**config.mk**
```make
export PLATFORM = sky130hd
export DESIGN_NAME = fetch_queue
export DESIGN_NICKNAME = d
export VERILOG_FILES = /design/src/rtl/fetch_queue.sv
export SDC_FILE = /design/constraint.sdc
export NUM_CORES = 1
export LEC_CHECK = 0
export BUFFER_PORTS_ARGS = -buffer_cell sky130_fd_sc_hd__buf_2
export CAP_MARGIN = 40
export CELL_PAD_IN_SITES_DETAIL_PLACEMENT = 0
export CELL_PAD_IN_SITES_GLOBAL_PLACEMENT = 1
export CORE_MARGIN = 5
export CORE_UTILIZATION = 44
export CTS_CLUSTER_SIZE = 10
export DETAILED_ROUTE_END_ITERATION = 10
export PLACE_DENSITY = 0.73
export SYNTH_ARGS = -nofsm -noshare
export SYNTH_HDL_FRONTEND = slang
export SYNTH_SLANG_ARGS = --single-unit
```
**constraint.sdc**
```tcl
create_clock -name CLK -period 17.1 [get_ports CLK]
set_input_delay 0.855 -clock CLK [delete_from_list [all_inputs] [get_ports CLK]]
set_output_delay 0.855 -clock CLK [all_outputs]
set_load 0.1 [all_outputs]
```
**src/rtl/fetch_queue.sv**
```systemverilog
// Instruction-fetch front end: credit-limited memory requests, in-order response tracking,
// redirect flush and a DEPTH-entry prefetch FIFO. Optional FETCH_BYPASS_EN adds a 0-cycle bypass.
module fetch_queue #(
    parameter int unsigned     XLEN     = 32,
    parameter int unsigned     DEPTH    = 4,
    parameter logic [XLEN-1:0] RESET_PC = '0
) (
    input  logic            CLK,
    input  logic            Reset,
    output logic            imem_req_valid,
    input  logic            imem_req_ready,
    output logic [XLEN-1:0] imem_req_addr,
    input  logic            imem_rsp_valid,
    input  logic [31:0]     imem_rsp_data,
    input  logic            redirect_valid,
    input  logic [XLEN-1:0] redirect_pc,
    output logic            instr_valid,
    input  logic            instr_ready,
    output logic [31:0]     instr,
    output logic [XLEN-1:0] instr_pc
);
    localparam int unsigned CW = $clog2(DEPTH + 1);
    localparam int unsigned PW = $clog2(DEPTH);

    typedef enum logic {IDLE, RUN} state_t;

    state_t          state, state_nxt;
    logic [XLEN-1:0] fetch_pc;
    logic [CW-1:0]   count, outstanding, drop;
    logic [PW-1:0]   wr_ptr, rd_ptr, tag_wr, tag_rd;
    logic [31:0]     data_mem [DEPTH];
    logic [XLEN-1:0] pc_mem   [DEPTH];
    logic [XLEN-1:0] tag_mem  [DEPTH];
    logic [XLEN-1:0] tag_head;
    logic [CW:0]     credit_used;
    logic            accept, rsp_ok, rsp_live, bypass, push, pop;

    // State register
    always_ff @(posedge CLK or posedge Reset) begin
        if (Reset) state <= IDLE;
        else       state <= state_nxt;
    end

    // Next state: one idle cycle after reset, then run forever
    always_comb begin
        state_nxt = state;
        case (state)
            IDLE:    state_nxt = RUN;
            RUN:     state_nxt = RUN;
            default: state_nxt = IDLE;
        endcase
    end

    // outstanding counts every in-flight request, including those already marked for drop,
    // so count+outstanding bounds FIFO occupancy and drop can never exceed DEPTH.
    assign credit_used    = (CW + 1)'(count) + (CW + 1)'(outstanding);
    assign imem_req_valid = (state == RUN) && (credit_used < (CW + 1)'(DEPTH)) && !redirect_valid;
    assign imem_req_addr  = fetch_pc;
    assign accept         = imem_req_valid && imem_req_ready;
    assign rsp_ok         = imem_rsp_valid && (outstanding != '0);
    assign rsp_live       = rsp_ok && (drop == '0) && !redirect_valid;
    assign tag_head       = tag_mem[tag_rd];

`ifdef FETCH_BYPASS_EN
    assign bypass      = rsp_live && (count == '0);
    assign instr_valid = (count != '0) || bypass;
    assign instr       = bypass ? imem_rsp_data : data_mem[rd_ptr];
    assign instr_pc    = bypass ? tag_head : pc_mem[rd_ptr];
`else
    assign bypass      = 1'b0;
    assign instr_valid = (count != '0);
    assign instr       = data_mem[rd_ptr];
    assign instr_pc    = pc_mem[rd_ptr];
`endif

    assign push = rsp_live && !(bypass && instr_ready);
    assign pop  = (count != '0) && instr_ready && !redirect_valid;

    // Fetch PC and in-flight bookkeeping
    always_ff @(posedge CLK or posedge Reset) begin
        if (Reset) begin
            fetch_pc    <= RESET_PC;
            outstanding <= '0;
            drop        <= '0;
        end else begin
            outstanding <= outstanding + CW'(accept) - CW'(rsp_ok);
            if (redirect_valid) begin
                fetch_pc <= {redirect_pc[XLEN-1:2], 2'b00};
                drop     <= outstanding - CW'(rsp_ok);
            end else begin
                if (accept) fetch_pc <= fetch_pc + XLEN'(4);
                if (rsp_ok && (drop != '0)) drop <= drop - CW'(1);
            end
        end
    end

    // PC tag queue: one entry per live in-flight request, cleared on redirect
    always_ff @(posedge CLK or posedge Reset) begin
        if (Reset) begin
            tag_wr <= '0;
            tag_rd <= '0;
            for (int unsigned i = 0; i < DEPTH; i++) tag_mem[PW'(i)] <= '0;
        end else if (redirect_valid) begin
            tag_wr <= '0;
            tag_rd <= '0;
        end else begin
            if (accept) begin
                tag_mem[tag_wr] <= fetch_pc;
                tag_wr          <= tag_wr + PW'(1);
            end
            if (rsp_live) tag_rd <= tag_rd + PW'(1);
        end
    end

    // Prefetch FIFO of {instr, pc}
    always_ff @(posedge CLK or posedge Reset) begin
        if (Reset) begin
            wr_ptr <= '0;
            rd_ptr <= '0;
            count  <= '0;
            for (int unsigned i = 0; i < DEPTH; i++) begin
                data_mem[PW'(i)] <= '0;
                pc_mem[PW'(i)]   <= '0;
            end
        end else if (redirect_valid) begin
            wr_ptr <= '0;
            rd_ptr <= '0;
            count  <= '0;
        end else begin
            if (push) begin
                data_mem[wr_ptr] <= imem_rsp_data;
                pc_mem[wr_ptr]   <= tag_head;
                wr_ptr           <= wr_ptr + PW'(1);
            end
            if (pop) rd_ptr <= rd_ptr + PW'(1);
            count <= count + CW'(push) - CW'(pop);
        end
    end
endmodule
```
## Yosys cells after proc, flatten, opt, wreduce, memory -nomap -nowiden

Index checks and enable logic that the tools add are counted.

| word-level totals | value |
|---|---|
| input bits | 70 |
| flip-flop bits (word level) | 434 |

| cells by class | value |
|---|---|
| $add $sub $neg | 12 |
| mux-type cells | 29 |
| reductions and logical operators | 22 |
| bitwise logic cells | 5 |
| order comparisons | 7 |

Operator list:

| cell | count |
|---|---|
| bitwise mux 128 bit | 3 |
| 2-to-1 mux 32 bit | 10 |
| binary-select mux 32 bit (select 2 bit) | 3 |
| demux 32 bit (select 2 bit) | 2 |
| adder 32 x 3 -> 32 bit (second input constant) | 1 |
| 2-to-1 mux 2 bit | 8 |
| >= comparator 3 bit (second input constant) | 4 |
| inverter 2 -> 3 bit | 4 |
| logical AND 1 bit | 11 |
| 2-to-1 mux 3 bit | 3 |
| nonzero test 3 bit | 3 |
| subtractor 3 x 1 -> 3 bit | 3 |
| adder 2 x 1 -> 2 bit (second input constant) | 4 |
| nonzero test 2 bit | 4 |
| adder 3 x 1 -> 3 bit | 2 |
| less-than comparator 3 x 1 -> 1 bit (second input constant) | 2 |
| adder 3 x 3 -> 4 bit | 1 |
| less-than comparator 4 x 3 -> 1 bit (second input constant) | 1 |
| AND reduction 2 bit | 2 |
| zero test 3 bit | 1 |
| subtractor 3 x 1 -> 3 bit (second input constant) | 1 |
| zero test 1 bit | 1 |
| inverter 1 bit | 1 |

## Longest topological paths before layout

Gate-level depths: netlist (run 1).

| depth | value |
|---|---|
| word-level depth | 7 |
| depth in mapped cells | 14 |
| mapped depth without buffers | 13 |

## Least setup slack after synthesis (run 1)

Ideal clock, no wire load.

| path | value |
|---|---|
| kind | input-to-reg |
| from | input port redirect_valid |
| to | register outstanding[2] |
| library setup time | 0.127 ns |
| data arrival time | 2.886 ns |
| path slack | 14.086 ns |
| data required time | 16.973 ns |
| buffers on the path | 3 |
| stages | 13 |
| cell sequence | buf_2 -> nor3b_2 -> and4_1 -> buf_6 -> inv_2 -> buf_2 -> ha_1 -> inv_1 -> ha_1 -> inv_1 -> fa_1 -> xnor2_1 -> xnor2_1 |

| on the way | value |
|---|---|
| longest elaborated chain between the ends | 5 |

Ends and longest elaborated chain:

| item | line | RTL |
|---|---|---|
| from (decl) | 15 | `input logic redirect_valid,` |
| zero test 1 bit | 57 | `assign imem_req_valid = (state == RUN) && (credit_used < (CW + 1)'(DEPTH)) && !redirect_valid;` |
| logical AND 1 bit | 57 |  |
| logical AND 1 bit | 59 | `assign accept = imem_req_valid && imem_req_ready;` |
| adder 3 x 1 -> 3 bit | 86 | `outstanding <= outstanding + CW'(accept) - CW'(rsp_ok);` |
| subtractor 3 x 1 -> 3 bit | 86 |  |
| to (signal assigned) | 86 |  |
| to (decl) | 29 | `logic [CW-1:0] count, outstanding, drop;` |

Every way passes these cells.
A chain may end at the register's enable or synchronous reset.

## Worst setup path after layout (run 1)

| path | value |
|---|---|
| from | register rd_ptr[0] |
| to | output port instr[31] |

| on the way | value |
|---|---|
| longest elaborated chain between the ends | 4 |

Ends and longest elaborated chain:

| item | line | RTL |
|---|---|---|
| from (decl) | 30 | `logic [PW-1:0] wr_ptr, rd_ptr, tag_wr, tag_rd;` |
| from (signal assigned) | 135 | `if (pop) rd_ptr <= rd_ptr + PW'(1);` |
| inverter 2 -> 3 bit (implied by the code) | 72 | `assign instr = data_mem[rd_ptr];` |
| binary-select mux 32 bit (select 2 bit) | 72 |  |
| 2-to-1 mux 32 bit (implied by the code) (2 in a row) | 72 |  |
| to (decl) | 19 | `output logic [31:0] instr,` |

Every way passes these cells. The select of a mux whose other input is x is not followed.

==> impl_metrics.tcl, run 1 <==
set metrics [dict create \
    hp-class "primary input to asynchronous set/reset pin" \
    dp_hpwl_mm 26.7 \
    numCtsBuffers 48 \
    start_util_pct 44.2 \
    synth_seq_cells 416 \
    postCtsHoldBufs 0 \
    ir_drop_mv 0.119 \
    antenna_left 0 \
    seq_area_frac_synth_pct 55.0 \
    synth_top_area_cell "dfrtp_1" \
    diodes 0 \
    multi_input_area_sq_mm 0.00782 \
    ys_top_cells_by_area "dfrtp_1 (55%), mux2_2 (17%), mux4_2 (11%)" \
    maxCapViolations 0 \
    initialDrtViolationCount 598 \
    end_kind "output port" \
    regArea_sq_mm 0.0104 \
    dieArea_sq_mm 0.0473 \
    fin_cells 1941 \
    grt_max_degree 119 \
    setup_viol 0 \
    cts_htree_levels 2 \
    clock_sinks 416 \
    fin_crit_ns 3.76 \
    synth_warnings 0 \
    yosysMostFrequentCell "dfrtp_1" \
    slew_violations 0 \
    worst-endpoint-required_ns 16.25 \
    cts_tree "yes" \
    fp-row-count 76 \
    wl_per_cell_um 21.2 \
    critPathKind "flop to output port" \
    p_leak_nw 10.2 \
    power_density_mw_per_mm2 177 \
    cts_resized 0 \
    syn_to_final_growth_pct 13.8 \
    die_y_um 217 \
    grtUsageTotal_pct 17.9 \
    postCtsSetupBuffers 0 \
    yosysUniqueCellTypes 52 \
    setup_ws_ns 13.34 \
    antenna_found_initial 0 \
    placed_cells 1881 \
    rsz0062_at_grt "false" \
    synth_area_per_cell_sq_um 15.3 \
    yosys-top-cells-count "dfrtp_1 (416), mux2_2 (278), mux4_2 (92), mux2_1 (80), nand2_1 (60)" \
    syn_area_sq_mm 0.0189 \
    reg2reg_depth 12 \
    post-route-util_pct 50.3 \
    synth-main-ff-cell "dfrtp_1" \
    crit_fanout 26 \
    hold_viol 0 \
    maxSlewHeadroom_pct 41.4 \
    arrival_ns 2.90 \
    vias 10800 \
    status "finished clean" \
    core-area_sq_mm 0.0428 \
    first_pass_iters 4 \
    portBuffers 161 \
    drive_above_1_share_pct 45.4 \
    clkLatencyLatePin_ns 0.56 \
    finClkSkew_ns 0.0117 \
    async_reset_ff_share_pct 100 \
    die_w_um 217 \
    first_global_vias 11800 \
    wirelength_mm 41.2 \
    synth_top_cell_area_share_pct 55.0 \
    root_buffer "clkbuf_16" \
    nFillCells 3676 \
    clock_path_buffers 3 \
    synthCells 1237 \
    grt_pass1_wl_mm 67.4 \
    finalSetupTns_ns 0 \
    ios 168 \
    fmax_mhz 266 \
    start_kind "flop" \
    place_congestion 0.737 \
    post-place-ws_ns 13.43 \
    power_mw 3.82 \
    worst_pin_slew_ns 0.878 \
    finalNetCount 1476 \
    synth-edff-count 0 \
    grt.overflow.total 0 \
    drc 0 \
    clk_pin_slew_ns 0.06 \
    post-route-period-util_pct 22.0 \
    avgViaCountPerCell 5.56 \
]
cells by family (layout without fill, tap and decap cells):
| group | count (synthesis) | in the layout | synth area share [%] |
|---|---|---|---|
| adder cells (fa/ha/maj) | 21 | 21 | 1.47 |
| AO/OA/AOI/OAI | 59 | 59 | 2.02 |
| XOR/XNOR | 20 | 20 | 0.926 |
| other | 2 | 5 | 0.0397 |
| multiplexers | 455 | 455 | 32.5 |
| buffers and inverters | 112 | 267 | 3.76 |
| AND/OR/NAND/NOR | 152 | 152 | 4.26 |
| flip-flops | 416 | 416 | 55.0 |
layout make-up:
class | instances | share of cell area (%)
clock inverter | 1 | 0.139
tap | 546 | 3.17
multi-input combinational | 712 | 36.3
inverter | 20 | 0.384
clock buffer | 59 | 5.96
timing repair buffer | 187 | 5.63
sequential | 416 | 48.4
stage by stage:
stage	instance area (sq um)	hold WS, ns
CTS	21500	0.469
global placement	19900	0.457
global route	21500	0.492
finish	21500	0.420
detailed placement	20200	0.469
floorplan	18900	0.445
routing by layer:
layer	wire length [um]	share of wire, %	vias up	global-route usage [%]
met5	0	0	-	0
met4	844	2.0	0	4.78
met3	1690	4.1	62	2.75
met2	19700	48	232	29.4
met1	19000	46	5666	25.1
li1	-	-	4827	-
report_power, final:
part	leakage [nW]	switching (mW)	total, mW	internal [mW]
Sequential	5.57	0.152	1.36	1.21
Combinational	4.01	1.10	1.56	0.456
Clock	0.642	0.370	0.902	0.532
final timing paths:
kind | startpoint | endpoint | slack (ns)
worst min-delay path | Reset | data_mem[56]$_DFFE_PP0P_ | 0.42
worst min register to register | data_mem[15]$_DFFE_PP0P_ | data_mem[15]$_DFFE_PP0P_ | 0.48
worst max-delay path | rd_ptr[0]$_DFFE_PP0P_ | instr[31] | 13.34
max in group asynchronous | Reset | rd_ptr[0]$_DFFE_PP0P_ | 15.20
min in group CLK | data_mem[15]$_DFFE_PP0P_ | data_mem[15]$_DFFE_PP0P_ | 0.48
worst max register to register | outstanding[1]$_DFF_PP0_ | outstanding[2]$_DFF_PP0_ | 14.15
flip-flops by register name (all words and copies together) (netlist names):
| register | count |
|---|---|
| count | 3 |
| rd_ptr | 2 |
| pc_mem | 120 |
| tag_wr | 2 |
| imem_req_addr | 30 |
| wr_ptr | 2 |
| tag_rd | 2 |
| outstanding | 3 |
| drop | 3 |
| tag_mem | 120 |
| data_mem | 128 |
| state | 1 |
cell usage in the layout (no fill, tap or decap), drive strengths merged, types with 2 or more instances in the layout:
master,netlist,layout
dfrtp,416,416
mux2,358,358
buf,77,187
mux4,92,92
nand2,64,64
clkbuf,15,59
o21ai,29,29
nand3,21,21
inv,20,20
ha,19,19
nor2,17,17
xor2,13,13
nand4,12,12
and3,9,9
o211ai,8,8
xnor2,7,7
nor3,7,7
o311ai,7,7
mux2i,5,5
conb,2,5
or3,4,4
a221o,4,4
nor2b,3,3
or4,3,3
a31oi,3,3
and4,3,3
a22oi,2,2
o31ai,2,2
a21oi,2,2
a31o,2,2
nand2b,2,2
fa,2,2
nor3b,2,2
and2,2,2
worst max-delay path: stages (launching register included):
cell and delay [ns]:
dfrtp_4 0.65, buf_4 0.50, buf_12 0.31, mux4_2 0.56, buf_2 0.31
No activity file was read; power rests on OpenSTA's default activity.
==> run 2: changes to the inputs <==
clock period = 3.5 ns   (was 17.1 ns; I/O delays follow)
==> run 2 against run 1 <==
  * Combinational power grew to 4.9 times the previous value
  * Routed wire length is 0.83% higher
  * Critical path depth is 7 higher
  * Global-route usage is 0.28 points higher
  * Sequential power grew to 4.9 times the previous value
  * Via count is 1.5% higher
  * Clock skew is 0.0031 ns higher
  * Critical path type is now flop to flop
  * Largest power group unchanged
==> impl_metrics.tcl, run 2 (same netlist as run 1, synthesis figures left out) <==
set metrics [dict create \
    power_density_mw_per_mm2 839 \
    grtUsageTotal_pct 18.1 \
    hp-class "primary input to asynchronous set/reset pin" \
    diodes 0 \
    hold_viol 0 \
    initialDrtViolationCount 512 \
    ios 168 \
    start_kind "flop" \
    layout_common_cells "dfrtp_1 (413), mux2_2 (278), buf_2 (161), mux4_2 (92), mux2_1 (80)" \
    r2r_start "outstanding[2]$_DFF_PP0_" \
    path_delay_family "adder cells" \
    p_switching_mw 7.95 \
    setup_viol 0 \
    fmax_mhz 358 \
    layout_commonest_cell "dfrtp_1" \
    fin_area_sq_mm 0.0222 \
    clkPwrFrac_pct 23.2 \
    dp_hpwl_mm 27.3 \
    switching_share_pct 42.6 \
    largest_reg_flops 128 \
    cp_cell_sequence "ha_1 -> nor2_1 -> and4_1 -> inv_2 -> ha_1 -> inv_1 -> ha_1 -> inv_1 -> fa_1 -> xnor2_1 -> xnor2_1" \
    top_regs "data_mem x128, pc_mem x120, tag_mem x120" \
    slowest_delay_ns 0.44 \
    critPathKind "flop to flop" \
    cp_slowest_cell "dfrtp_1" \
    cts_resized 0 \
    crit_buf_inv 3 \
    drive_above_1_share_pct 43.9 \
    root_buffer "clkbuf_16" \
    dieArea_sq_mm 0.0473 \
    syn_to_final_growth_pct 17.5 \
    seqPwrFrac_pct 35.6 \
    drc 0 \
    first_global_vias 11900 \
    status "finished clean" \
    r2r_slack_ns 0.71 \
    dpl_cell_area_sq_mm 0.0203 \
    finalNetCount 1552 \
    worst_pin_slew_ns 0.756 \
    reg2reg_depth 11 \
    grt.overflow.total 0 \
    antenna_found_initial 0 \
    die_w_um 217 \
    rsz0062_at_grt "false" \
    ir_drop_mv 0.894 \
    core-area_sq_mm 0.0428 \
    grt_pass1_wl_mm 68.3 \
    p_comb_share_pct 41.2 \
    clk_pin_slew_ns 0.05 \
    p_leak_nw 10.5 \
    wl_per_cell_um 20.6 \
    vias 10900 \
    finClkSkew_ns 0.0148 \
    timing.critical_path.mode_cell "ha_1" \
    start_util_pct 44.2 \
    die_y_um 217 \
    end_kind "flop" \
    cts_tree "yes" \
    first_pass_iters 5 \
    maxSlewHeadroom_pct 49.4 \
    cts_htree_levels 2 \
    worst-endpoint-required_ns 3.94 \
    intPower_mw 10.7 \
    clkLatencyLatePin_ns 0.57 \
    holdWs_ns 0.0699 \
    regMostFlops "data_mem" \
    portBuffers 161 \
    post-route-period-util_pct 79.8 \
    fp-row-count 76 \
    slew_violations 0 \
    place_congestion 0.763 \
    clock_path_buffers 3 \
    post-route-util_pct 52.0 \
    numCtsBuffers 48 \
    arrival_ns 3.23 \
    crit_fanout 14 \
    postCtsSetupBuffers 0 \
    clock_sinks 416 \
    wirelength_mm 41.5 \
    r2r_end "outstanding[2]$_DFF_PP0_" \
    maxCapViolations 0 \
    grt_max_degree 85 \
    finalSetupTns_ns 0 \
    antenna_left 0 \
    avgViaCountPerCell 5.42 \
    postCtsHoldBufs 65 \
    fin_crit_ns 2.79 \
]
-- run 2: metal layers --
layer | track usage (%) | vias up | share of wire (%)
li1 | - | 4973 | -
met1 | 26.0 | 5705 | 46
met2 | 29.3 | 219 | 48
met3 | 2.99 | 52 | 4.6
met4 | 4.42 | 0 | 1.8
met5 | 0 | - | 0
-- run 2: worst max-delay path by stage --
stage	startpoint	cells past startpoint	endpoint	slack, ns
6_report	outstanding[2]$_DFF_PP0_	11	outstanding[2]$_DFF_PP0_	0.71
5_1_grt	outstanding[2]$_DFF_PP0_	11	outstanding[2]$_DFF_PP0_	0.49
4_1_cts	outstanding[2]$_DFF_PP0_	11	outstanding[2]$_DFF_PP0_	0.65
3_5_place_dp	outstanding[2]$_DFF_PP0_	11	outstanding[2]$_DFF_PP0_	0.66
3_3_place_gp	outstanding[1]$_DFF_PP0_	11	outstanding[2]$_DFF_PP0_	0.67
2_1_floorplan	Reset	1	count[0]$_DFF_PP0_	-2.28
-- run 2: final cells by class --
cell class                      instances  area [sq um]
Clock inverter                          4          27.5
Sequential cell                       416         10400
Inverter                               20          78.8
Clock buffer                           58          1270
Timing Repair Buffer                  263          1950
Multi-Input combinational cell        712          7820
Tap cell                              546           683
Fill cell                            3597         20500
-- run 2: stage by stage --
stage          power, mW  setup slack [ns]  std cells
5_1_grt             19.6             0.492       2019
4_1_cts             18.9             0.647       2019
6_report            18.7             0.706       2019
3_5_place_dp        14.5             0.660       1892
3_3_place_gp        14.3             0.670       1891
2_1_floorplan       13.0             -2.28       1240
-- run 2: power by group through the flow --
stage | logic [mW] | registers, mW | clock network (mW)
6_report | 7.68 | 6.64 | 4.34
3_5_place_dp | 7.71 | 6.74 | 0
4_1_cts | 7.78 | 6.66 | 4.48
2_1_floorplan | 6.32 | 6.68 | 0
5_1_grt | 8.09 | 6.80 | 4.68
3_3_place_gp | 7.63 | 6.66 | 0
-- run 2: tightest hold or removal path, stage by stage --
cell and delay, ns:
dlygate4sd3_1 0.53, buf_2 0.13, clkinvlp_4 0.14
==> run 3: changes to the inputs <==
clock period = 2.8 ns   (was 3.5 ns; I/O delays follow)
==> run 3 against run 2 <==
  * Clock power increased by 26%
  * Core utilization increased by 0.37 points
  * Sequential cell count unchanged
  * Critical path type is now flop to output port
  * Largest power group unchanged
==> impl_metrics.tcl, run 3 (same netlist as run 1, synthesis figures left out) <==
set metrics [dict create \
    top_regs "data_mem x128, pc_mem x120, tag_mem x120" \
    reg2reg_depth 13 \
    end_kind "output port" \
    drive_above_1_share_pct 43.9 \
    r2r_slack_ns 0.33 \
    crit_fanout 35 \
    fmax_mhz 385 \
    layout_commonest_cell "dfrtp_1" \
    regMostFlops "data_mem" \
    finClkSkew_ns 0.0126 \
    start_util_pct 44.2 \
    first_global_vias 11800 \
    diodes 0 \
    portBuffers 161 \
    antenna_found_initial 0 \
    clkLatencyLatePin_ns 0.56 \
    worst_pin_slew_ns 0.751 \
    cts_htree_levels 2 \
    ir_drop_mv 0.683 \
    cts_tree "yes" \
    grtUsageTotal_pct 18.0 \
    avgViaCountPerCell 5.44 \
    die_w_um 217 \
    drc 0 \
    vias 11000 \
    fp-row-count 76 \
    clk_pin_slew_ns 0.06 \
    place_congestion 0.744 \
    fin_crit_ns 2.59 \
    largest_reg_flops 128 \
    fin_cells 2031 \
    min_path_cells 4 \
    grt.overflow.total 0 \
    die_y_um 217 \
    setup_ws_ns 0.206 \
    hold_viol 0 \
    numCtsBuffers 48 \
    dp_hpwl_mm 27.4 \
    wl_per_cell_um 20.5 \
    setup_viol 0 \
    grt_max_degree 140 \
    antenna_left 0 \
    first_pass_iters 4 \
    layout_common_cells "dfrtp_1 (413), mux2_2 (278), buf_2 (161), mux4_2 (92), mux2_1 (80)" \
    root_buffer "clkbuf_16" \
    finalSetupTns_ns 0 \
    finalNetCount 1560 \
    arrival_ns 2.45 \
    maxCapViolations 0 \
    critPathKind "flop to output port" \
    core-area_sq_mm 0.0428 \
    status "finished clean" \
    dieArea_sq_mm 0.0473 \
    p_leak_nw 10.6 \
    post-route-util_pct 52.4 \
    post-route-period-util_pct 92.7 \
    clock_sinks 416 \
    hp-class "primary input to flop" \
    postCtsHoldBufs 66 \
    start_kind "flop" \
    clock_path_buffers 3 \
    postCtsSetupBuffers 0 \
    initialDrtViolationCount 611 \
    maxSlewHeadroom_pct 49.7 \
    post-place-ws_ns 0.321 \
    wirelength_mm 41.7 \
    ios 168 \
    placed_cells 1899 \
    slew_violations 0 \
    syn_to_final_growth_pct 18.4 \
    grt_pass1_wl_mm 67.5 \
    worst-endpoint-required_ns 2.66 \
    cts_resized 0 \
    rsz0062_at_grt "false" \
    power_density_mw_per_mm2 1050 \
]
-- run 3: where the power goes --
group	switching [mW]	total [mW]	internal [mW]	leakage (nW)
registers	0.902	8.27	7.37	5.57
logic	6.78	9.69	2.90	4.38
clock network	2.27	5.47	3.19	0.643
total	9.96	23.4	13.5	10.6
-- run 3: layer usage --
metal	global-route usage, %	share of wire (%)	routed length [um]
met1	26.1	47	19800
met4	3.48	1.3	562
met5	0	0	0
met3	3.12	4.1	1710
met2	29.0	47	19700
-- run 3: final timing paths --
path	endpoint	startpoint
max	instr[10]	rd_ptr[1]$_DFFE_PP0P_
min	drop[0]$_DFFE_PP0P_	imem_rsp_valid
max reg2reg	count[2]$_DFF_PP0_	drop[0]$_DFFE_PP0P_
min reg2reg	tag_mem[30]$_DFFE_PP0P_	tag_mem[30]$_DFFE_PP0P_
max in group asynchronous	pc_mem[22]$_DFFE_PP0P_	Reset
min in group asynchronous	data_mem[118]$_DFFE_PP0P_	Reset
-- run 3: cell type report --
type / count / area, sq um
multi-input cells: 712 / 7820
repair buffers: 271 / 2080
clock inverters: 2 / 17.5
fillers: 3581 / 20400
inverters: 20 / 78.8
well taps: 546 / 683
flip-flops and latches: 416 / 10400
clock buffers: 64 / 1300
-- run 3: worst max-delay path: stages, from the launching register on --
cell,delay [ns]
dfrtp_4,0.85
buf_4,0.36
mux4_2,0.24
buf_2,0.43
-- run 3: stage by stage --
step           hold slack (ns)  area (sq um)  power, mW
6_report                 0.138         22400       23.4
5_1_grt                  0.152         22400       24.6
4_1_cts                  0.116         22400       23.8
3_5_place_dp             0.215         20400       18.1
3_3_place_gp             0.221         20400       17.9
2_1_floorplan            0.260         18900       16.2
